## src/rtl/dbg_cap_reader.sv

```systemverilog
// Read-side engine for the dual-bank debug capture RAM: walks the circular buffer
// oldest-first and streams words out. Optional DBG_CAP_RD_WORD_CNT_EN adds rd_word_cnt.
module dbg_cap_reader #(
  parameter int DATA_WIDTH     = 32,
  parameter int ADDR_WIDTH     = 13,
  parameter int RAM_READ_DELAY = 1
) (
  input  logic                  rd_clk,
  input  logic                  rd_rst_n,
  input  logic                  rd_start,
  input  logic                  rd_abort,
  input  logic                  capture_done,
  input  logic [ADDR_WIDTH-1:0] read_start_addr,
  input  logic [ADDR_WIDTH-1:0] capture_max_addr,
  output logic                  ram_rd_en,
  output logic [ADDR_WIDTH-1:0] ram_raddr,
  input  logic [DATA_WIDTH-1:0] ram_rdata,
  output logic [DATA_WIDTH-1:0] out_data,
  output logic                  out_vld,
  input  logic                  out_rdy,
  output logic                  out_last,
  output logic                  rd_busy,
  output logic                  rd_done,
  output logic                  rd_err,
  output logic [1:0]            fsm_state
`ifdef DBG_CAP_RD_WORD_CNT_EN
  ,
  output logic [ADDR_WIDTH:0]   rd_word_cnt
`endif
);

  localparam int FIFO_DEPTH = RAM_READ_DELAY + 2;
  localparam int PTR_W      = $clog2(FIFO_DEPTH);
  localparam int CNT_W      = $clog2(FIFO_DEPTH + 1);

  localparam logic [ADDR_WIDTH:0]   ONE_W    = 1;
  localparam logic [ADDR_WIDTH-1:0] ONE_A    = 1;
  localparam logic [CNT_W:0]        DEPTH_W  = (CNT_W + 1)'(FIFO_DEPTH);
  localparam logic [CNT_W-1:0]      DEPTH_C  = CNT_W'(FIFO_DEPTH);
  localparam logic [PTR_W-1:0]      PTR_LAST = PTR_W'(FIFO_DEPTH - 1);

  typedef enum logic [1:0] {
    IDLE  = 2'd0,
    READ  = 2'd1,
    DRAIN = 2'd2
  } state_t;

  state_t                  state;
  logic [ADDR_WIDTH-1:0]   max_lat;
  logic [ADDR_WIDTH:0]     issue_cnt;
  logic [ADDR_WIDTH:0]     rem_cnt;
  logic [RAM_READ_DELAY-1:0] vld_sr;
  logic [CNT_W-1:0]        in_flight;
  logic [CNT_W-1:0]        fifo_count;
  logic [PTR_W-1:0]        wr_ptr;
  logic [PTR_W-1:0]        rd_ptr;
  logic [DATA_WIDTH-1:0]   fifo_mem [FIFO_DEPTH];

  logic             busy_st;
  logic             abort_now;
  logic             start_legal;
  logic             start_ok;
  logic             start_bad;
  logic [CNT_W:0]   outstanding;
  logic             credit_ok;
  logic             push;
  logic             pop;

  assign busy_st     = (state != IDLE);
  assign abort_now   = rd_abort && busy_st;
  assign start_legal = capture_done && (read_start_addr <= capture_max_addr);
  // Abort wins over a same-cycle start, so a start paired with abort does nothing.
  assign start_ok    = (state == IDLE) && rd_start && !rd_abort && start_legal;
  assign start_bad   = (state == IDLE) && rd_start && !rd_abort && !start_legal;

  // Credit: every issued-but-unpopped word owns a FIFO slot, so pushes can never overflow.
  assign outstanding = {1'b0, in_flight} + {1'b0, fifo_count};
  assign credit_ok   = (outstanding < DEPTH_W);
  assign ram_rd_en   = (state == READ) && (issue_cnt != '0) && credit_ok && !rd_abort;

  assign push = vld_sr[RAM_READ_DELAY-1] && !abort_now;

  // Output handshake: a word transfers on a cycle with out_vld && out_rdy; while out_vld
  // is high and out_rdy low, out_data and out_last hold until the transfer happens.
  assign out_vld  = (fifo_count != '0);
  assign out_data = out_vld ? fifo_mem[rd_ptr] : '0;
  assign out_last = out_vld && (rem_cnt == ONE_W);
  assign pop      = out_vld && out_rdy && !abort_now;

  assign fsm_state = state;

  always_ff @(posedge rd_clk or negedge rd_rst_n) begin
    if (!rd_rst_n) begin
      state     <= IDLE;
      ram_raddr <= '0;
      max_lat   <= '0;
      issue_cnt <= '0;
      rem_cnt   <= '0;
      rd_busy   <= 1'b0;
      rd_done   <= 1'b0;
      rd_err    <= 1'b0;
    end else begin
      rd_done <= 1'b0;
      rd_err  <= start_bad;
      case (state)
        IDLE: begin
          if (start_ok) begin
            state     <= READ;
            ram_raddr <= read_start_addr;
            max_lat   <= capture_max_addr;
            issue_cnt <= {1'b0, capture_max_addr} + ONE_W;
            rem_cnt   <= {1'b0, capture_max_addr} + ONE_W;
            rd_busy   <= 1'b1;
          end
        end
        READ, DRAIN: begin
          if (rd_abort) begin
            state     <= IDLE;
            issue_cnt <= '0;
            rem_cnt   <= '0;
            rd_busy   <= 1'b0;
          end else begin
            if (ram_rd_en) begin
              ram_raddr <= (ram_raddr == max_lat) ? '0 : ram_raddr + ONE_A;
              issue_cnt <= issue_cnt - ONE_W;
              if (issue_cnt == ONE_W) state <= DRAIN;
            end
            if (pop) begin
              rem_cnt <= rem_cnt - ONE_W;
              if (rem_cnt == ONE_W) begin
                state   <= IDLE;
                rd_busy <= 1'b0;
                rd_done <= 1'b1;
              end
            end
          end
        end
        default: state <= IDLE;
      endcase
    end
  end

  // Return tagging and FIFO bookkeeping; an abort discards everything still in flight.
  always_ff @(posedge rd_clk or negedge rd_rst_n) begin
    if (!rd_rst_n) begin
      vld_sr     <= '0;
      in_flight  <= '0;
      fifo_count <= '0;
      wr_ptr     <= '0;
      rd_ptr     <= '0;
    end else if (abort_now) begin
      vld_sr     <= '0;
      in_flight  <= '0;
      fifo_count <= '0;
      wr_ptr     <= '0;
      rd_ptr     <= '0;
    end else begin
      vld_sr[0] <= ram_rd_en;
      for (int i = 1; i < RAM_READ_DELAY; i++) vld_sr[i] <= vld_sr[i-1];
      in_flight  <= in_flight + CNT_W'(ram_rd_en) - CNT_W'(vld_sr[RAM_READ_DELAY-1]);
      fifo_count <= fifo_count + CNT_W'(push) - CNT_W'(pop);
      if (push) wr_ptr <= (wr_ptr == PTR_LAST) ? '0 : wr_ptr + 1'b1;
      if (pop)  rd_ptr <= (rd_ptr == PTR_LAST) ? '0 : rd_ptr + 1'b1;
    end
  end

  always_ff @(posedge rd_clk) begin
    if (push) fifo_mem[wr_ptr] <= ram_rdata;
  end

`ifdef DBG_CAP_RD_WORD_CNT_EN
  always_ff @(posedge rd_clk or negedge rd_rst_n) begin
    if (!rd_rst_n) begin
      rd_word_cnt <= '0;
    end else if (start_ok || abort_now) begin
      rd_word_cnt <= '0;
    end else if (pop) begin
      rd_word_cnt <= rd_word_cnt + ONE_W;
    end
  end
`endif

  a_no_overflow: assert property (@(posedge rd_clk) disable iff (!rd_rst_n)
    !(push && (fifo_count == DEPTH_C)));

endmodule

```

## config.mk

```make
export PLATFORM = sky130hd
export DESIGN_NAME = dbg_cap_reader
export DESIGN_NICKNAME = d
export VERILOG_FILES = /design/src/rtl/dbg_cap_reader.sv
export SDC_FILE = /design/constraint.sdc
export NUM_CORES = 1
export LEC_CHECK = 0
export ABC_CLOCK_PERIOD_IN_PS = 6800
export CORE_MARGIN = 4
export CORE_UTILIZATION = 40
export CTS_CLUSTER_SIZE = 20
export DETAILED_ROUTE_END_ITERATION = 8
export DONT_BUFFER_PORTS = 1
export MAX_ROUTING_LAYER = met4
export PLACE_DENSITY_LB_ADDON = 0.2
export RECOVER_POWER = 100
export SYNTH_ARGS = -nofsm -noshare
export SYNTH_HDL_FRONTEND = slang
export SYNTH_SLANG_ARGS = --single-unit
```

## constraint.sdc

```tcl
create_clock -name rd_clk -period 6.8 [get_ports rd_clk]
set_input_delay 1.02 -clock rd_clk [delete_from_list [all_inputs] [get_ports rd_clk]]
set_output_delay 1.02 -clock rd_clk [all_outputs]
set_load 0.005 [all_outputs]
```

* Word-level counts from Yosys, hierarchy flattened
Memory sizes are Yosys's and may differ from the RTL's. Index checks and enable logic that the tools add are counted.
Word-level totals: flip-flop bits (word level) 68, bits in writable memories 96, input port bits 64, output and inout port bits 53, memories kept 1
Cells by class: $add $sub $neg 11, magnitude comparators 2, equal/unequal tests 13, mux-type cells 40, reductions and logical operators 29
Memory list:
- fifo_mem | words 3, bits a word 32, read ports 1, clocked after Yosys merged registers in 0, write ports 1, RTL line 57 | logic [DATA_WIDTH-1:0] fifo_mem [FIFO_DEPTH];
Operator list (count):
- $mux W14 | 5
- $pmux W14 S2 | 2
- $mux W13 | 4
- $mux W32 | 1
- $eq A14 B1 Y1 const B | 2
- $mux W2 | 14
- $sub A14 B1 Y14 const B | 2
- $pmux W13 S2 | 1
- $add A13 B1 Y14 const B | 1
- $reduce_bool A14 Y1 | 1
- $add A13 B1 Y13 const B | 1
- $eq A13 B13 Y1 | 1
- $le A13 B13 Y1 | 1
- $logic_and A1 B1 Y1 | 13
- $mux W1 | 11
- $reduce_bool A2 Y1 | 5
- $ne A3 B3 Y1 const B | 3
- $reduce_and A4 Y1 | 2
- $eq A2 B2 Y1 const B | 3
- $ne A2 B2 Y1 const B | 3
- $reduce_and A3 Y1 | 2
- $add A2 B1 Y2 | 2
- $add A2 B1 Y2 const B | 2
- $pmux W2 S2 | 1
- other kinds (9) | 12

* Logic depth before layout (Yosys ltp)
Gate-level depths: netlist of run 1.
depth in word-level cells 9, gate-level depth with buffers 11, mapped depth without buffers 10

* Worst setup path before layout of run 1
No wires, ideal clock.
path type in2reg, start point input rd_abort, end point memory fifo_mem[2][0] (enable), setup time 0.468 ns, arrival time 4.102 ns, path slack 2.230 ns, stages on the path 5, buffers on the path 2, path through buf_2 > nor2b_1 > clkbuf_1 > nand2b_1 > nor3b_1
Between the ends: word-level cells in the longest chain between the ends 5
RTL lines:
- from (decl) | RTL line 11 | input logic rd_abort,
- $logic_and A1 B1 Y1 | RTL line 70 | assign abort_now = rd_abort && busy_st;
- $logic_not A1 Y1 | RTL line 81 | assign push = vld_sr[RAM_READ_DELAY-1] && !abort_now;
- $logic_and A1 B1 Y1 | RTL line 81
- $mux W1 | RTL line 168 | if (push) fifo_mem[wr_ptr] <= ram_rdata;
- $mux W1 (not written as such) | RTL line 168
- to (decl) | RTL line 57
Every way passes these cells.

* Worst setup path in the final report of run 1
start point register state[0], in the netlist fsm_state[0], end point register issue_cnt[9]
Between the ends: word-level cells in the longest chain between the ends 6, elaborated cells between the ends (all ways) 15, those cells by class eq/ne (4); mux (1); reduce/logical (10)
RTL lines:
- from (decl) | RTL line 48 | state_t state;
- from (signal assigned) | RTL line 94 | state <= IDLE;
- from (signal assigned) | RTL line 108 | state <= READ;
- from (signal assigned) | RTL line 118 | state <= IDLE;
- $eq A2 B1 Y1 or $logic_not A2 Y1 (tied branches) | RTL line 79, 105, 73
- $logic_and A1 B1 Y1 (on tied branches) (3 in series) | RTL line 79, 73
- $ne A3 B3 Y1 (no source line) or $ne A2 B2 Y1 (tied branches)
- $reduce_and A3 Y1 (no source line)
- to (signal assigned) | RTL line 111 | issue_cnt <= {1'b0, capture_max_addr} + ONE_W;
- to (signal assigned) | RTL line 125 | issue_cnt <= issue_cnt - ONE_W;
- to (decl) | RTL line 50 | logic [ADDR_WIDTH:0] issue_cnt;
Several ways; a longest one is shown, not always the timed one. A chain may end at the register's enable or synchronous reset.

==> flow_summary.toml, run 1 <==
[global_routing]
grt_max_degree = 69
antenna_found_initial = 0
grt_pass1_wl_mm = 32.62
grt_usage = 0.1802
globalRoute.totalOverflow = 0
grt_pass1_vias = 5826

[logic_synthesis]
synth_top_area_frac = 0.3471
synth_area_leaders = "edfxtp_1, dfrtp_1, nor2_1"
synth_cells = 781
synth-edff-count = 96
synth-async-reset-ratio = 0.4146
yosys-top-cells-count = "nor2_1, edfxtp_1, dfrtp_1, a21oi_1, o21ai_0"
netlist_area_um2 = 8305
synth_most_common_cell = "nor2_1"
ys.warnings.count = 0
synth_top_cell_by_area = "edfxtp_1"
synth_flop_cell = "edfxtp_1"
avgSynthCellArea_um2 = 10.63
ys_types = 61
ys_seq_area_frac = 0.5520
ys_ff_latch = 164
synth_nets = 874

[drt]
first_iter_violations = 418
routedWlPerCell_um = 19.56
totalWireLength_mm = 20.62
vias = 6005
ant_nets = 0
remaining_drc_errors = 0
vias_per_cell = 5.697
first_pass_iters = 7

[hold_path]
worstHoldPathType = "in -> async"

[critical_path]
cp-start-kind = "flop"
crit_arrival_ps = 4480
slowest_delay_ps = 1170
crit_top_cell = "o21ai_0"
crit_path_max_fanout = 30
crit_chain = "inv_1 -> ha_1 -> clkbuf_1 -> nand2b_1 -> o21ai_0 -> o21ai_0"
crit_type = "reg -> reg"
cp-end-kind = "flop"
critical_path_required_ps = 7060
slowest_stage = "o21ai_0"

[clock_tree]
post_cts_resized = 0
cts_buffer_depth = 2
htree_levels = 4
cts_buffers = 17
holdBufCountCts = 0
clock_latency_ps = 420
path_clk_slew_ps = 80
cts.sinks = 164
clock-root-buffer = "clkbuf_16"
cts_tree = "built"
cts_setup_buffers = 0

[outcome]
violations = "capacitance limit, slew limit"
status = "finished with violations"

[pwr]
pwr-share-clk = 0.249
switching_share = 0.3975
switchingPower_mw = 1.487
p_int_mw = 2.254
seq_power_share = 0.426
powerDensity_nw_per_um2 = 410.8
ir_drop_v = 0.0002070
power_frac_comb = 0.325
power.static_leakage_nw = 3.517

[timing]
hold_viol = 0
maxSlewHeadroom = -0.3127
worst_hold_slack_ps = 288.7
fin_crit_ps = 4223
fin_setup_tns_ps = 0
fin_skew_ps = 21.20
drv_slew = 135
fmax_mhz = 236.8
rsz0062_at_grt = "false"
worst_pin_slew_ps = 1969
setup_viol = 0
finalCritPeriodShare = 0.6210

[finish]
register_area_um2 = 4586
area_growth_pct = 9.641
fin_nets = 864
drive_gt1_frac = 0.05740
diodes = 0
multi_input_area_um2 = 3435
fillerInstances = 1933

[placed_design]
hpwl_mm = 14.57
gp_congestion = 0.8525
portBuffers = 0

[flow_run]
cap_violations = 4

[floorplan]
die_x_um = 152.1
fp.dieH_um = 152.1
coreArea_um2 = 20300
dieArea_um2 = 23130
start_util = 0.4091
num_io_pins = 117
fp-row-count = 52
registers in the layout, summed over array words and instances (netlist names), 2 cells and up:
| register | cells |
|---|---|
| fifo_mem | 96 |
| in_flight | 2 |
| issue_cnt | 14 |
| rem_cnt | 14 |
| wr_ptr | 2 |
| max_lat | 13 |
| rd_ptr | 2 |
| fifo_count | 2 |
| fsm_state | 2 |
| ram_raddr | 13 |
area by class of cell:
class                      instances  share of cell area
inverter                          33             0.01360
clock buffer                      17             0.04672
sequential                       164              0.5036
clock inverter                    15             0.01772
timing repair buffer               8            0.004122
multi-input combinational        547              0.3772
tap                              270             0.03710
cell usage in the layout, fill, tap and decap left out, types with 4 or more instances in the layout:
cell type	n
a211o_1	9
a21oi_1	65
a221o_1	9
a22oi_1	5
a2bb2oi_1	5
a31oi_1	14
and2_1	4
and3_1	8
clkbuf_1	6
clkbuf_16	17
dfrtp_1	67
edfxtp_1	96
ha_1	28
inv_1	33
inv_6	4
inv_8	4
mux2i_1	34
nand2_1	38
nand2b_1	5
nand3_1	13
nand4_1	8
nor2_1	119
nor2b_1	5
nor3_1	20
nor3b_1	11
nor4_1	9
o21ai_0	47
o22ai_1	6
o31ai_1	6
or3_1	6
xnor2_1	25
worst paths after layout:
check | startpoint | to | slack [ps] | depth (start not counted)
min | rd_rst_n | ram_raddr[11] | 290 | 0
max reg2reg | fsm_state[0] | issue_cnt[9] | 2580 | 6
max | fsm_state[0] | issue_cnt[9] | 2580 | 6
max in group asynchronous | rd_rst_n | rd_ptr[1] | 6360 | 0
min in group rd_clk | issue_cnt[13] | issue_cnt[13] | 520 | 2
min reg2reg | issue_cnt[13] | issue_cnt[13] | 520 | 2
through the flow:
step	setup WS (ps)	std cells	total power, mW	area (um2)	utilization
3_5_place_dp	3185	1022	2.836	8561	0.4217
5_1_grt	2249	1054	4.002	9106	0.4486
6_report	2577	1054	3.741	9106	0.4486
4_1_cts	3318	1054	3.775	9148	0.4506
3_3_place_gp	3364	1022	2.810	8561	0.4217
2_1_floorplan	2230	781	2.487	8305	-
cell families (layout without fill, tap and decap cells):
group	after synthesis	after routing	synth area share
simple gates	258	258	0.1466
compound gates	195	195	0.1478
flops	164	164	0.5520
buf+inv	70	73	0.03450
mux	37	37	0.04504
fa+ha+maj	29	29	0.04459
xor+xnor	28	28	0.02953
layer usage:
metal / up-vias / wire length, um / track usage
met3: 16 / 1649 / 0.05489
met2: 208 / 9908 / 0.2847
met5: - / 0 / -
met1: 2935 / 8848 / 0.2311
li1: 2846 / - / -
met4: 0 / 210 / 0.03896
critical path, delay by kind of cell, from the launching register on:
family                     cells  cell delay [ps]
AOI/OAI and AO/OA              2             1410
adders and majority gates      1              280
buffers and inverters          2              970
DFF                            1              440
and+or+nand+nor                1              950
power by group through the flow:
stage          clock network (mW)  logic [mW]  registers [mW]
2_1_floorplan                   0        1.04            1.45
3_3_place_gp                    0        1.20            1.61
3_5_place_dp                    0        1.22            1.61
4_1_cts                     0.953        1.23            1.60
5_1_grt                      1.00        1.37            1.63
6_report                    0.930        1.22            1.59
(Power assumes the default switching activity.)
==> inputs of run 2 (changes only) <==
ABC_CLOCK_PERIOD_IN_PS = 4250   (was 6800)
clock period = 4.25 ns   (was 6.8 ns; I/O delays follow)
==> flow_summary.toml, run 2 (synthesis results as in run 1) <==
[floorplan]
num_io_pins = 117
dieArea_um2 = 23130
die_x_um = 152.1
coreArea_um2 = 20300
fp.dieH_um = 152.1
fp-row-count = 52
start_util = 0.4091

[global_routing]
globalRoute.totalOverflow = 0
grt_usage = 0.1857
grtUsageMet2 = 0.2707
top_usage_layer = "met2"
met1_usage = 0.2518
antenna_found_initial = 0
grt_max_degree = 69
grt_pass1_wl_mm = 33.44
grt_use_met3 = 0.05887
grt_pass1_vias = 5906

[critical_path]
regToRegStartpoint = "fsm_state[0]"
crit_start = "fsm_state[0]"
cp_top_family = "buffers and inverters"
crit_path_max_fanout = 34
cp-end-kind = "flop"
crit_type = "reg -> reg"
cp_num_cells = 9
slowest_stage = "clkbuf_1"
crit_chain = "inv_1 -> ha_1 -> and3b_1 -> and2_0 -> nand2_1 -> o31a_1 -> clkbuf_1 -> nor3b_1 -> a221o_1"
r2r_slack_ps = 840
crit_end = "ram_raddr[7]"
critical_path_required_ps = 4550
cp-start-kind = "flop"
r2r_end = "ram_raddr[7]"
slowest_delay_ps = 1090
rr_worst_depth = 9
cp.buffers_inverters = 2
crit_arrival_ps = 3710

[finish]
drive_gt1_frac = 0.06944
largest_reg_flops = 96
register_area_um2 = 4586
fin_nets = 872
layout.cells.most_common_list = "nor2_1, edfxtp_1, dfrtp_1"
area_growth_pct = 10.64
final_cells = 1062
mostFrequentLayoutCell = "nor2_1"
multi_input_area_um2 = 3440
top_regs = "fifo_mem: 96 flops, issue_cnt: 14 flops, rem_cnt: 14 flops"
fillerInstances = 1898
diodes = 0
top_register = "fifo_mem"

[timing]
drv_slew = 68
fin_setup_tns_ps = 0
finalCritPeriodShare = 0.8024
maxSlewHeadroom = -0.3875
fmax_mhz = 293.3
rsz0062_at_grt = "false"
hold_viol = 0
fin_skew_ps = 13.07
fin_crit_ps = 3410
worst_pin_slew_ps = 2081
setup_viol = 0
worst_hold_slack_ps = 65.42

[clock_tree]
clock-root-buffer = "clkbuf_16"
clock_latency_ps = 430
cts_buffer_depth = 2
path_clk_slew_ps = 80
htree_levels = 4
cts_buffers = 17
cts_tree = "built"
cts.sinks = 164

[drt]
ant_nets = 0
vias = 6083
routedWlPerCell_um = 19.82
first_iter_violations = 605
totalWireLength_mm = 21.05
vias_per_cell = 5.728
first_pass_iters = 5
remaining_drc_errors = 0

[pwr]
powerDensity_nw_per_um2 = 659.6
switching_share = 0.4016
p_int_mw = 3.627
seq_power_share = 0.421
power_frac_comb = 0.332
switchingPower_mw = 2.435
power.static_leakage_nw = 3.580
ir_drop_v = 0.0002947
pwr-share-clk = 0.247

[placed_design]
hpwl_mm = 14.98
place_inst = 1029
portBuffers = 0
gp_congestion = 0.8816

[outcome]
status = "finished with violations"
violations = "capacitance limit, slew limit"

[flow_run]
cap_violations = 1

[hold_path]
worstHoldPathType = "in -> async"
run 2: cell type report:
cell class,count,share of cell area
clock inverters,15,0.01770
well taps,270,0.03676
inverters,33,0.01348
repair buffers,16,0.01239
flip-flops and latches,164,0.4990
multi-input cells,547,0.3743
clock buffers,17,0.04630
run 2: worst min path at each step:
stage	start	end	cells after the start
floorplan	rd_rst_n	fifo_count[0]	0
global placement	rd_rst_n	ram_raddr[9]	0
detailed placement	rd_rst_n	ram_raddr[9]	0
CTS	rd_rst_n	ram_raddr[9]	1
global route	rd_rst_n	ram_raddr[6]	1
finish	rd_rst_n	ram_raddr[9]	1
run 2: repair_timing:
action / 4_1_cts / 5_1_grt
hold buffers: 1 / 0
endpoints found under the hold margin: 68 / 0
endpoints found under the setup margin: 0 / 0
setup buffers: 0 / 0
gates resized for setup: 0 / 0
run 2: power by group through the flow:
stage | Sequential, mW | Combinational (mW) | Clock [mW]
after global placement | 2.57 | 1.97 | 0
after detailed placement | 2.58 | 2.01 | 0
after floorplan | 2.31 | 1.67 | 0
after CTS | 2.56 | 2.03 | 1.53
after global routing | 2.61 | 2.27 | 1.60
final | 2.55 | 2.01 | 1.49
run 2: layer usage:
metal,share of wire,up-vias
li1,-,2867
met1,0.44,2932
met2,0.45,250
met3,0.087,34
met4,0.020,0
met5,0,-
run 2: stage by stage:
step	setup WS (ps)	cell area (um2)	utilization	power [mW]
after global placement	1073	8613	0.4243	4.545
after global routing	618.7	9189	0.4527	6.476
after floorplan	62.76	8305	-	3.980
final	839.9	9189	0.4527	6.061
after CTS	1177	9229	0.4546	6.113
after detailed placement	972.6	8613	0.4243	4.590
==> RTL change (flow settings as in run 1) <==
The option `DBG_CAP_RD_WORD_CNT_EN` is turned on by a define.
--- a/src/rtl/dbg_cap_reader.sv
+++ b/src/rtl/dbg_cap_reader.sv
@@ -2,2 +2,4 @@
 // oldest-first and streams words out. Optional DBG_CAP_RD_WORD_CNT_EN adds rd_word_cnt.
+`define DBG_CAP_RD_WORD_CNT_EN
+
 module dbg_cap_reader #(
Behaviour (old outputs only; new: rd_word_cnt): unchanged (Yosys induction, for registers that start in step).
==> RTL change against run 1 <==
- the flow still finishes with violations (capacitance limit, slew limit)
- worst setup slack got worse by 0.31 ns
- wire length rose by 14%
- clock skew fell by 0.0033 ns
- clock power rose by 13%
- utilization fell by 0.59 points
- sequential cell count rose by 14
- worst hold slack got worse by 0.026 ns
- total power rose by 11%
- die area rose by 11%
- final cell count rose by 11%
- final area rose by 10%
- sequential share of layout area fell by 1.2 points
- area after synthesis rose by 11%
- critical endpoint is now ram_raddr[10]$_DFFE_PN0P_
==> RTL change: results (changes against run 1) <==
Synth
  – Cell variety after synth: 74 (was 61)
  – Sequential area share after synthesis: 53.3% (was 55.2%)
  – Avg Cell Area, Syn: 10.4 um^2 (was 10.6 um^2)
  – Post-synth net total: 980 (was 874)
  – EDFF count, synth: 96 (unchanged)
  – Top cells by count, synth: 129 x nor2_1, 96 x edfxtp_1, 82 x dfrtp_1, 75 x nand2_1, 70 x a21oi_1 (was 119 x nor2_1, 96 x edfxtp_1, 68 x dfrtp_1, 65 x a21oi_1, 45 x o21ai_0)
  – Ys async rst share: 46.1% (was 41.5%)
  – Largest cells by area after synthesis: edfxtp_1 31%, dfrtp_1 22%, nor2_1 5.2% (was edfxtp_1 35%, dfrtp_1 20%, nor2_1 5.4%)

Finish
  – Non-Filler Instances: 1,168 (was 1,054)
  – Layout cells sized above 1: 5.44% (was 5.74%)
  – Nets: 964 (was 864)
  – Filler cell count: 2,199 (was 1,933)
  – Largest Register: fifo_mem (unchanged)

Timing
  – Final Skew: 0.0179 ns (was 0.0212 ns)
  – Final setup violation count: 0 (unchanged)
  – Min Hold Slack: 0.263 ns (was 0.289 ns)
  – Relative slew slack: -34.6% (was -31.3%)
  – Max-slew violations: 168 (was 135)

Critical path
  – Worst path max stage delay: 1.15 ns (was 1.17 ns)
  – R2R Setup Slk: 2.27 ns (was 2.58 ns)
  – Critical Path AT: 4.92 ns (was 4.48 ns)
  – Largest delay share family, worst path: simple AND/OR/NAND/NOR gates (was compound AO/OA/AOI/OAI gates)
  – Reg2reg end: ram_raddr[10]$_DFFE_PN0P_ (was issue_cnt[9]$_DFFE_PN0P_)
  – Reg2Reg Depth: 8 (was 6)
  – Slowest stage cell, crit path: clkbuf_1 (was o21ai_0)
  – Max Fanout on Critical Path: 33 (was 30)

Global route
  – Initial antenna violation count: 0 (unchanged)
  – GRT Total Usage: 19.0% (was 18.0%)
  – Pin count of the biggest net entering global routing: 83 (was 69)
  – First-pass GRT wire length: 37,200 um (was 32,600 um)
  – Vias in the first global route: 6,460 (was 5,826)

Run status
  – Failing checks: capacitance limit, slew limit (unchanged)
  – Status: complete, but fails checks (unchanged)

Run
  – Max-cap violations: 5 (was 4)

Placed design
  – Placed cell areas: 9510 um^2 (was 8560 um^2)
  – Final RePlAce weighted congestion: 0.854 (was 0.853)
  – Placed cell count: 1,136 (was 1,022)
  – DP Wirelength: 16,000 um (was 14,600 um)

Route
  – Initial DRC Count: 537 (was 418)
  – WL/cell: 20.1 um (was 19.6 um)
  – First drt pass iteration count: 5 (was 7)
  – Drt via density: 5.61 (was 5.70)

Power
  – Leak: 3.97 nW (was 3.52 nW)
  – Peak supply drop: 0.192 mV (was 0.207 mV)

Min path
  – Worst Hold Class: in -> async (unchanged)

CTS
  – CTS resizes: 0 (unchanged)
  – Longest Clk Path Bufs: 2 (unchanged)
  – Clock latency on the worst-skew pair: 0.44 ns (was 0.42 ns)
## RTL change: cell types whose count changed in the layout (fill, tap and decap cells not counted), sizes merged, moves of 11 or more
cell,before,now
dfrtp,68,82
nand2,38,76
nand3,13,29
nor2,119,130
o21ai,48,37
o22a,3,16
xnor2,25,39
## RTL change: worst max path at each step
stage,start,end,slack [ns],depth (start not counted)
floorplan,rd_abort,fifo_mem[1][0]$_DFFE_PP_,2.49,4
global placement,capture_max_addr[4],rd_word_cnt[1]$_DFFE_PN0P_,3.03,9
detailed placement,capture_max_addr[3],rd_word_cnt[1]$_DFFE_PN0P_,2.98,9
CTS,fifo_count[0]$_DFF_PN0_,ram_rd_en,2.88,6
global route,fsm_state[0]$_DFFE_PN0P_,ram_raddr[10]$_DFFE_PN0P_,1.96,8
finish,fsm_state[0]$_DFFE_PN0P_,ram_raddr[10]$_DFFE_PN0P_,2.27,8
## RTL change: worst reg2reg max path, stage by stage (launching register included)
cell	delay [ns]
dfrtp_1	0.43
inv_1	0.09
ha_1	0.28
clkbuf_1	1.15
nand2b_1	0.53
nor3_1	0.89
o21ai_0	0.61
nor3b_1	0.35
a2111o_1	0.15
## RTL change: metrics by stage
stage,util (%),setup WS (ns)
finish,44.3,2.27
CTS,44.7,2.88
global route,44.3,1.96
floorplan,-,2.49
global placement,41.9,3.03
detailed placement,41.9,2.98
## RTL change: area by class of cell
| type | instances | area (um^2) | area share (%) |
|---|---|---|---|
| sequential | 178 | 4940 | 49.1 |
| multi-input combinational | 631 | 3960 | 39.4 |
| clock buffer | 17 | 425 | 4.23 |
| tap | 285 | 357 | 3.55 |
| clock inverter | 15 | 213 | 2.12 |
| inverter | 33 | 124 | 1.23 |
| timing repair buffer | 9 | 41.3 | 0.411 |
## RTL change: layer usage
layer | GRT usage (%) | wire length [um]
met4 | 5.20 | 330
met2 | 29.3 | 11100
met5 | - | 0
met3 | 5.75 | 1660
met1 | 24.4 | 10500
## RTL change: where the power goes
group          internal (mW)  total [mW]  switching, mW
clock network          0.568        1.05          0.483
logic                  0.569        1.40          0.833
registers               1.36        1.70          0.337
total                   2.50        4.15           1.65
## RTL change: cell families (layout without fill, tap and decap cells)
logic type               count (synthesis)  count (layout)  synth area share (%)
multiplexers                            42              42                  4.56
XOR/XNOR                                49              49                  4.64
AO/OA/AOI/OAI                          187             187                  13.2
flip-flops                             178             178                  53.3
adder cells (fa/ha/maj)                 30              30                  4.14
AND/OR/NAND/NOR                        323             323                  16.8
buffers and inverters                   77              74                  3.38
